File: config.mk
export PLATFORM = sky130hd
export DESIGN_NAME = seq_alu
export DESIGN_NICKNAME = d
export VERILOG_FILES = /design/src/rtl/seq_alu.sv
export SDC_FILE = /design/constraint.sdc
export NUM_CORES = 1
export LEC_CHECK = 0
export BUFFER_PORTS_ARGS = -buffer_cell sky130_fd_sc_hd__buf_2
export CELL_PAD_IN_SITES_DETAIL_PLACEMENT = 1
export CELL_PAD_IN_SITES_GLOBAL_PLACEMENT = 1
export CORE_ASPECT_RATIO = 1.4
export CORE_UTILIZATION = 35
export CTS_CLUSTER_SIZE = 12
export DETAILED_ROUTE_END_ITERATION = 16
export PLACE_DENSITY_LB_ADDON = 0.05
export SLEW_MARGIN = 20
export SYNTH_ARGS = -nofsm -noshare
export SYNTH_HDL_FRONTEND = slang
export SYNTH_SLANG_ARGS = --single-unit
File: constraint.sdc
create_clock -name clock -period 3.79 [get_ports clock]
set_input_delay 0.379 -clock clock [delete_from_list [all_inputs] [get_ports clock]]
set_output_delay 0.379 -clock clock [all_outputs]
set_load 0.005 [all_outputs]
File: src/rtl/seq_alu.sv
// Multi-cycle signed ALU: add, subtract, Booth radix-2 multiply (one step per
// clock) and restoring divide (one quotient bit per clock) with a start/busy/done
// handshake. DIV_MODE selects truncating (0) or non-negative-remainder (1) division.
module seq_alu #(
    parameter int unsigned W        = 11,
    parameter int unsigned DIV_MODE = 1
) (
    input  logic           clock,
    input  logic           reset_n,
    input  logic           start,
    input  logic [1:0]     opcode,
    input  logic [W-1:0]   reg_a,
    input  logic [W-1:0]   reg_b,
    output logic           busy,
    output logic           done,
    output logic [2*W-1:0] result,
    output logic           remain,
    output logic [W-1:0]   remainder,
    output logic           div_zero
);

    typedef enum logic [2:0] {StIdle, StMul, StDiv, StFix, StDone} state_e;

    localparam int unsigned CW      = $clog2(W);
    localparam logic [CW-1:0] LastCnt = CW'(W - 1);
    localparam logic [CW-1:0] CntOne  = CW'(1);
    localparam logic [W-1:0]  One     = W'(1);

    state_e state_q, state_d;

    logic [CW-1:0]  cnt_q, cnt_d;
    logic [W-1:0]   a_q, a_d;
    logic [W-1:0]   b_q, b_d;
    logic [2*W+1:0] prod_q, prod_d;   // {upper W+1, multiplier W, booth bit}
    logic [W-1:0]   n_q, n_d;         // numerator magnitude, shifted out MSB first
    logic [W-1:0]   q_q, q_d;
    logic [W-1:0]   r_q, r_d;
    logic [2*W-1:0] result_q, result_d;
    logic           remain_q, remain_d;
    logic [W-1:0]   remainder_q, remainder_d;
    logic           div_zero_q, div_zero_d;

    // Shared datapath terms
    logic [W-1:0]          mag_a_in, mag_b;
    logic [W:0]            a_ext, upper_n;
    logic signed [2*W+1:0] prod_cat, prod_step;
    logic [W:0]            r_sh;
    logic [W-1:0]          r_fix, q_fix;
    logic [2*W-1:0]        q_ext, q_signed;
    logic [2*W-1:0]        sext_a, sext_b;

    // State register
    always_ff @(posedge clock or negedge reset_n) begin
        if (!reset_n) begin
            state_q <= StIdle;
        end else begin
            state_q <= state_d;
        end
    end

    // Next-state logic
    always_comb begin
        state_d = state_q;
        unique case (state_q)
            StIdle: begin
                if (start) begin
                    if (opcode == 2'b10) begin
                        state_d = StMul;
                    end else if (opcode == 2'b11 && reg_b != '0) begin
                        state_d = StDiv;
                    end else begin
                        state_d = StDone;
                    end
                end
            end
            StMul:   if (cnt_q == LastCnt) state_d = StDone;
            StDiv:   if (cnt_q == LastCnt) state_d = StFix;
            StFix:   state_d = StFix == state_q ? StDone : StIdle;
            StDone:  state_d = StIdle;
            default: state_d = StIdle;
        endcase
    end

    // Handshake outputs decoded from the state
    always_comb begin
        busy = (state_q == StMul) || (state_q == StDiv) || (state_q == StFix);
        done = (state_q == StDone);
    end

    // Arithmetic terms for one Booth step, one divide step and the divide fix-up
    always_comb begin
        sext_a   = {{W{reg_a[W-1]}}, reg_a};
        sext_b   = {{W{reg_b[W-1]}}, reg_b};
        mag_a_in = reg_a[W-1] ? ('0 - reg_a) : reg_a;
        mag_b    = b_q[W-1] ? ('0 - b_q) : b_q;

        a_ext   = {a_q[W-1], a_q};
        upper_n = prod_q[2*W+1:W+1];
        if (prod_q[1:0] == 2'b01) begin
            upper_n = upper_n + a_ext;
        end else if (prod_q[1:0] == 2'b10) begin
            upper_n = upper_n - a_ext;
        end
        prod_cat  = {upper_n, prod_q[W:0]};
        prod_step = prod_cat >>> 1;

        // Partial remainder stays below |B| <= 2^(W-1), so the shifted value fits W+1 bits
        r_sh = {r_q, n_q[W-1]};

        r_fix = r_q;
        q_fix = q_q;
        if (DIV_MODE == 1 && a_q[W-1] && r_q != '0) begin
            r_fix = mag_b - r_q;
            q_fix = q_q + One;
        end
        q_ext    = {{W{1'b0}}, q_fix};
        q_signed = (a_q[W-1] ^ b_q[W-1]) ? ('0 - q_ext) : q_ext;
    end

    // Datapath and result next-state
    always_comb begin
        cnt_d       = cnt_q;
        a_d         = a_q;
        b_d         = b_q;
        prod_d      = prod_q;
        n_d         = n_q;
        q_d         = q_q;
        r_d         = r_q;
        result_d    = result_q;
        remain_d    = remain_q;
        remainder_d = remainder_q;
        div_zero_d  = div_zero_q;
        unique case (state_q)
            StIdle: begin
                if (start) begin
                    a_d    = reg_a;
                    b_d    = reg_b;
                    cnt_d  = '0;
                    prod_d = {{(W+1){1'b0}}, reg_b, 1'b0};
                    n_d    = mag_a_in;
                    q_d    = '0;
                    r_d    = '0;
                    if (opcode == 2'b00 || opcode == 2'b01) begin
                        result_d    = (opcode == 2'b00) ? (sext_a + sext_b) : (sext_a - sext_b);
                        remain_d    = 1'b0;
                        remainder_d = '0;
                        div_zero_d  = 1'b0;
                    end else if (opcode == 2'b11 && reg_b == '0) begin
                        result_d    = '0;
                        remain_d    = 1'b0;
                        remainder_d = '0;
                        div_zero_d  = 1'b1;
                    end
                end
            end
            StMul: begin
                prod_d = prod_step;
                cnt_d  = cnt_q + CntOne;
                if (cnt_q == LastCnt) begin
                    result_d    = prod_step[2*W:1];
                    remain_d    = 1'b0;
                    remainder_d = '0;
                    div_zero_d  = 1'b0;
                end
            end
            StDiv: begin
                cnt_d = cnt_q + CntOne;
                n_d   = {n_q[W-2:0], 1'b0};
                if (r_sh >= {1'b0, mag_b}) begin
                    r_d = r_sh[W-1:0] - mag_b;
                    q_d = {q_q[W-2:0], 1'b1};
                end else begin
                    r_d = r_sh[W-1:0];
                    q_d = {q_q[W-2:0], 1'b0};
                end
            end
            StFix: begin
                result_d    = q_signed;
                remainder_d = r_fix;
                remain_d    = 1'b1;
                div_zero_d  = 1'b0;
            end
            default: ;
        endcase
    end

    // Datapath and result registers
    always_ff @(posedge clock or negedge reset_n) begin
        if (!reset_n) begin
            cnt_q       <= '0;
            a_q         <= '0;
            b_q         <= '0;
            prod_q      <= '0;
            n_q         <= '0;
            q_q         <= '0;
            r_q         <= '0;
            result_q    <= '0;
            remain_q    <= 1'b0;
            remainder_q <= '0;
            div_zero_q  <= 1'b0;
        end else begin
            cnt_q       <= cnt_d;
            a_q         <= a_d;
            b_q         <= b_d;
            prod_q      <= prod_d;
            n_q         <= n_d;
            q_q         <= q_d;
            r_q         <= r_d;
            result_q    <= result_d;
            remain_q    <= remain_d;
            remainder_q <= remainder_d;
            div_zero_q  <= div_zero_d;
        end
    end

    assign result    = result_q;
    assign remain    = remain_q;
    assign remainder = remainder_q;
    assign div_zero  = div_zero_q;

endmodule

# Word level (Yosys, flattened, before mapping)
# Cells that the tools add are included.
# totals
register_bits	121
input_bits	27
elab_cells	107
# op_classes
add_sub_neg	11
magnitude_cmp	1
n_eq_ne	15
mux	45
n_bitwise	1
n_reduce_logical	22
# op_table
op	count
22-bit 2-to-1 mux	6
11-bit 2-to-1 mux	11
11-bit case mux with 2 select lines	3
22-bit case mux with 3 select lines	1
24-bit case mux with 2 select lines	1
11-bit case mux with 3 select lines	1
12-bit 2-to-1 mux	2
24-bit 2-to-1 mux	1
11-bit nonzero test	2
1-bit by 11-bit subtractor with 11-bit output (first input constant)	2
11-bit subtractor	2
3-bit 2-to-1 mux	6
11-bit by 11-bit adder with 12-bit output	1
12-bit adder	1
12-bit by 11-bit >= comparator with 1-bit output	1
3-bit case mux with 4 select lines	1
1-bit by 11-bit subtractor with 12-bit output (first input constant)	1
11-bit by 11-bit subtractor with 12-bit output	1
12-bit subtractor	1
11-bit by 1-bit adder with 11-bit output (second input constant)	1
11-bit logical NOT	1
1-bit 2-to-1 mux	8
4-bit case mux with 2 select lines	1
2-bit AND reduction	4
other kinds (22)	35

# Logic depth before layout (Yosys ltp)
# logic_depth
depth_word	6
mapped_depth	15
mapped_depth_nobuf	14

# Least setup slack after synthesis
# No wires, ideal clock.
# synth_path
path_kind	input port to flip-flop
startpoint	input reg_b[0]
endpoint	register result_q[18] (netlist: result[18])
setup_ps	121
t_arrival_ps	3266
t_required_ps	3669
path_slack_ps	402
path_stages	12
path_buffers	1
path_cell_list	or2_2 > or4_1 > o32ai_1 > xnor2_1 > ha_1 > and3_1 > a211o_1 > o31ai_1 > xnor2_1 > a221o_1 > buf_6 > o22a_1
# synth_via
elab_chain_len	5
# synth_rtl
item	line	text
start: declaration	13	input logic [W-1:0] reg_b,
11-bit by 11-bit subtractor with 12-bit output or 11-bit by 11-bit adder with 12-bit output (tied branches)	144	result_d = (opcode == 2'b00) ? (sext_a + sext_b) : (sext_a - sext_b);
22-bit 2-to-1 mux	144	
22-bit 2-to-1 mux	143	if (opcode == 2'b00 || opcode == 2'b01) begin
22-bit 2-to-1 mux	135	if (start) begin
22-bit case mux with 3 select lines	133	unique case (state_q)
end signal: assignment	209	result_q <= result_d;
end: declaration	38	logic [2*W-1:0] result_q, result_d;
# Parallel ways exist; a longest one is shown, timed or not. The select of a mux whose other input is x is not followed.
# A chain may end at the register's enable or synchronous reset.

# Final worst setup path
# layout_path
startpoint	register b_q[2]
endpoint	register r_q[2]
# layout_via
elab_chain_len	5
# layout_rtl
item	line	text
start: declaration	33	logic [W-1:0] b_q, b_d;
start signal: assignment	192	b_q <= '0;
start signal: assignment	204	b_q <= b_d;
1-bit by 11-bit subtractor with 11-bit output	95	mag_b = b_q[W-1] ? ('0 - b_q) : b_q;
11-bit 2-to-1 mux *	95	
11-bit subtractor or 12-bit by 11-bit >= comparator with 1-bit output (tied branches)	170, 169	
11-bit 2-to-1 mux *	169	if (r_sh >= {1'b0, mag_b}) begin
11-bit case mux with 2 select lines *	133	
end signal: assignment	208	r_q <= r_d;
end: declaration	37	logic [W-1:0] r_q, r_d;
# Mark *: on every way between the ends. The rest lies on a longest branch, timed or not.

==> run metrics <==
Worst slew margin 0.386; grt total ovfl 0; Top FF cell, synth dfrtp_1; row count 67; fin. max-slew vios 0; Die Ht about 190 um; Num CTS Buffers 17; gr usage total 0.252; Hold-fix buffers, CTS 0; Core Region 24100 um2; fin crit share 0.896; CP arrival ~3.7 ns; PortBufs 63; pwr/cell area 990 nW/um2; htree depth 4; worst skew pair latency around 0.44 ns; DP HPWL roughly 24000 um; end of the critical path r_q[2]; CTS tree built; remaining antenna violation count 0; Cells after DPL between 1000 and 1500; routed vias 7764; DRC errors left 0; post-synth cell types 79; Mapped Area a little under 9000 um2; Root Buffer clkbuf_16; Max Freq 294 MHz; Hold Violations, Final 0; leakage power between 4 and 5 nW; Area Overhead vs Synth 16.3%; VDD IR max 0.599 mV; diode count 0; synthesized area per cell around 8.6 um2; fin crit period 3.40 ns; Core Util, Final 0.419; vias in the first global route 8500; critical path startpoint b_q[2]; Clock Sinks 120; Final Skew between 0.009 and 0.01 ns; nets 1171; terminus of the critical flop-to-flop path r_q[2]; clk slew on worst S/H paths 0.06 ns; DIE WIDTH 135 um; Worst R2R Setup Slack 0.39 ns; Post-DP Area 9510 um2; register area share after synthesis 0.345; Post-Synthesis Cells between 1000 and 1500; Post-synth ARST share 1.00; I/O pin total 64; Setup CP Type flop to flop; most common cell after layout, fill and taps aside nand2_1; initial drt markers 339; worst hold path class input pin to async pin; EDFF count, synth 0; total design power 10.0 mW; global-route wire length before repair 48100 um; Least-Margin Pin Slew 0.918 ns; die area ~25000 um2; drt first pass iters 6; CP startpoint kind flop; Crit. End Element flop; DR WL/cell 21.7 um; initial antenna violation count 0; yosys warns 0; Worst R2R Start b_q[2]; largest net degree at the start of global routing 92; Crit Path Max Fanout 16; final worst setup slack roughly 0.39 ns; most frequent cells in the layout nand2_1 (122), dfrtp_1 (120), o21ai_0 (103); clk buf depth 2; syn nets 1100; Place WS 0.000483 ns; WHS between 0.003 and 0.004 ns; CP required 4.08 ns; TNS Setup 0 ns; reg2reg path depth 15; initial core utilization 0.360; final wirelength between 30000 and 40000 um; post-route cell area 10100 um2; share of layout cells above drive strength 1 0.151; final setup fails 0; status finished clean; GPL Wtd Cong around 0.86; Yosys reg bits 120; RSZ-0062 raised after global routing false; Post-Layout Cell Count between 1000 and 1500; vias per cell 5.55; max_cap viols 0
[how the worst min path moves through the flow]
| stage | from | end | slack (ns) | depth (start not counted) |
|---|---|---|---|---|
| floorplan | reset_n | a_q[0] | 0.08 | 0 |
| global placement | result[0] | result[0] | 0.46 | 2 |
| detailed placement | remain | remain | 0.46 | 2 |
| CTS | reset_n | remain | 0.06 | 1 |
| global route | reset_n | remain | 0.07 | 1 |
| finish | reset_n | remain | 0.003 | 1 |
[logic make-up after synthesis]
| kind of cell | share of synthesized area |
|---|---|
| AND/OR/NAND/NOR | 0.180 |
| AO/OA/AOI/OAI | 0.235 |
| flip-flops | 0.345 |
| buffers and inverters | 0.0491 |
| XOR/XNOR | 0.0763 |
| adder cells (fa/ha/maj) | 0.0993 |
| multiplexers | 0.0151 |
[critical path, cell delays in order, from the launching register on]
cell	delay, ns
dfrtp_1	0.41
nor2_1	0.23
nand3_1	0.14
or3_1	0.34
o21ai_0	0.20
xnor2_1	0.31
inv_1	0.11
ha_1	0.38
nand4_1	0.12
o31ai_2	0.30
inv_1	0.07
o211ai_1	0.12
buf_4	0.25
o21ai_0	0.10
o21ai_0	0.09
o21ai_0	0.10
[report_power, final]
part	internal [mW]	total [mW]	switching, mW
sequential	1.79	2.27	0.487
combinational	2.39	6.07	3.68
clock	1.04	1.66	0.623
total	5.22	10.0	4.79
[cell usage after synthesis, types with 5 or more instances]
master | number | area (um2)
o31ai_1 | 14 | 105
nand3_1 | 17 | 85.1
a221oi_1 | 8 | 70.1
or3_1 | 6 | 37.5
clkbuf_1 | 43 | 161
nand4_1 | 6 | 37.5
a21oi_1 | 48 | 240
and2_1 | 11 | 68.8
and3_1 | 14 | 87.6
xnor2_1 | 42 | 368
mux2i_1 | 12 | 120
a21o_1 | 18 | 135
a22oi_1 | 12 | 90.1
nand2b_1 | 12 | 75.1
inv_1 | 57 | 214
a22o_1 | 15 | 131
o22a_1 | 11 | 96.3
nand2_1 | 122 | 458
or2_2 | 5 | 31.3
xor2_1 | 30 | 263
o21ai_0 | 103 | 515
nor2b_1 | 14 | 87.6
ha_1 | 61 | 763
dfrtp_1 | 120 | 3000
nor2_1 | 66 | 248
fa_1 | 5 | 100
a31oi_1 | 7 | 43.8
nor3_1 | 18 | 90.1
a221o_1 | 5 | 50.1
o22ai_1 | 9 | 56.3
o211ai_1 | 8 | 60.1
o221ai_1 | 5 | 43.8
[state kept, by name, summed over array words and instances, names as in the netlist]
signal     cells
r_q           11
prod_q        23
q_q           11
remainder     11
a_q           11
remain         1
n_q           11
div_zero       1
cnt_q          4
state_q        3
result        22
b_q           11
[area by class of cell]
cell class                      count  area, um2
Timing Repair Buffer              103        622
Sequential cell                   120       3000
Inverter                           58        218
Multi-Input combinational cell    778       5290
Clock buffer                       18        439
Clock inverter                     12        153
Tap cell                          310        388
Fill cell                        2892      14000
[repair_timing]
| item | CTS | global route |
|---|---|---|
| setup endpoints to repair | 0 | 1 |
| resized for setup | 0 | 2 |
| endpoints found under the hold margin | 0 | 0 |
| buffers inserted | 0 | 0 |
[per-layer routing]
layer	part of all wire	global-route usage	vias up
met3	0.017	0.0296	40
li1	-	-	3732
met4	0.031	0.109	0
met1	0.40	0.273	3884
met5	0	0	-
met2	0.55	0.480	108
No activity file was read; power rests on OpenSTA's default activity.
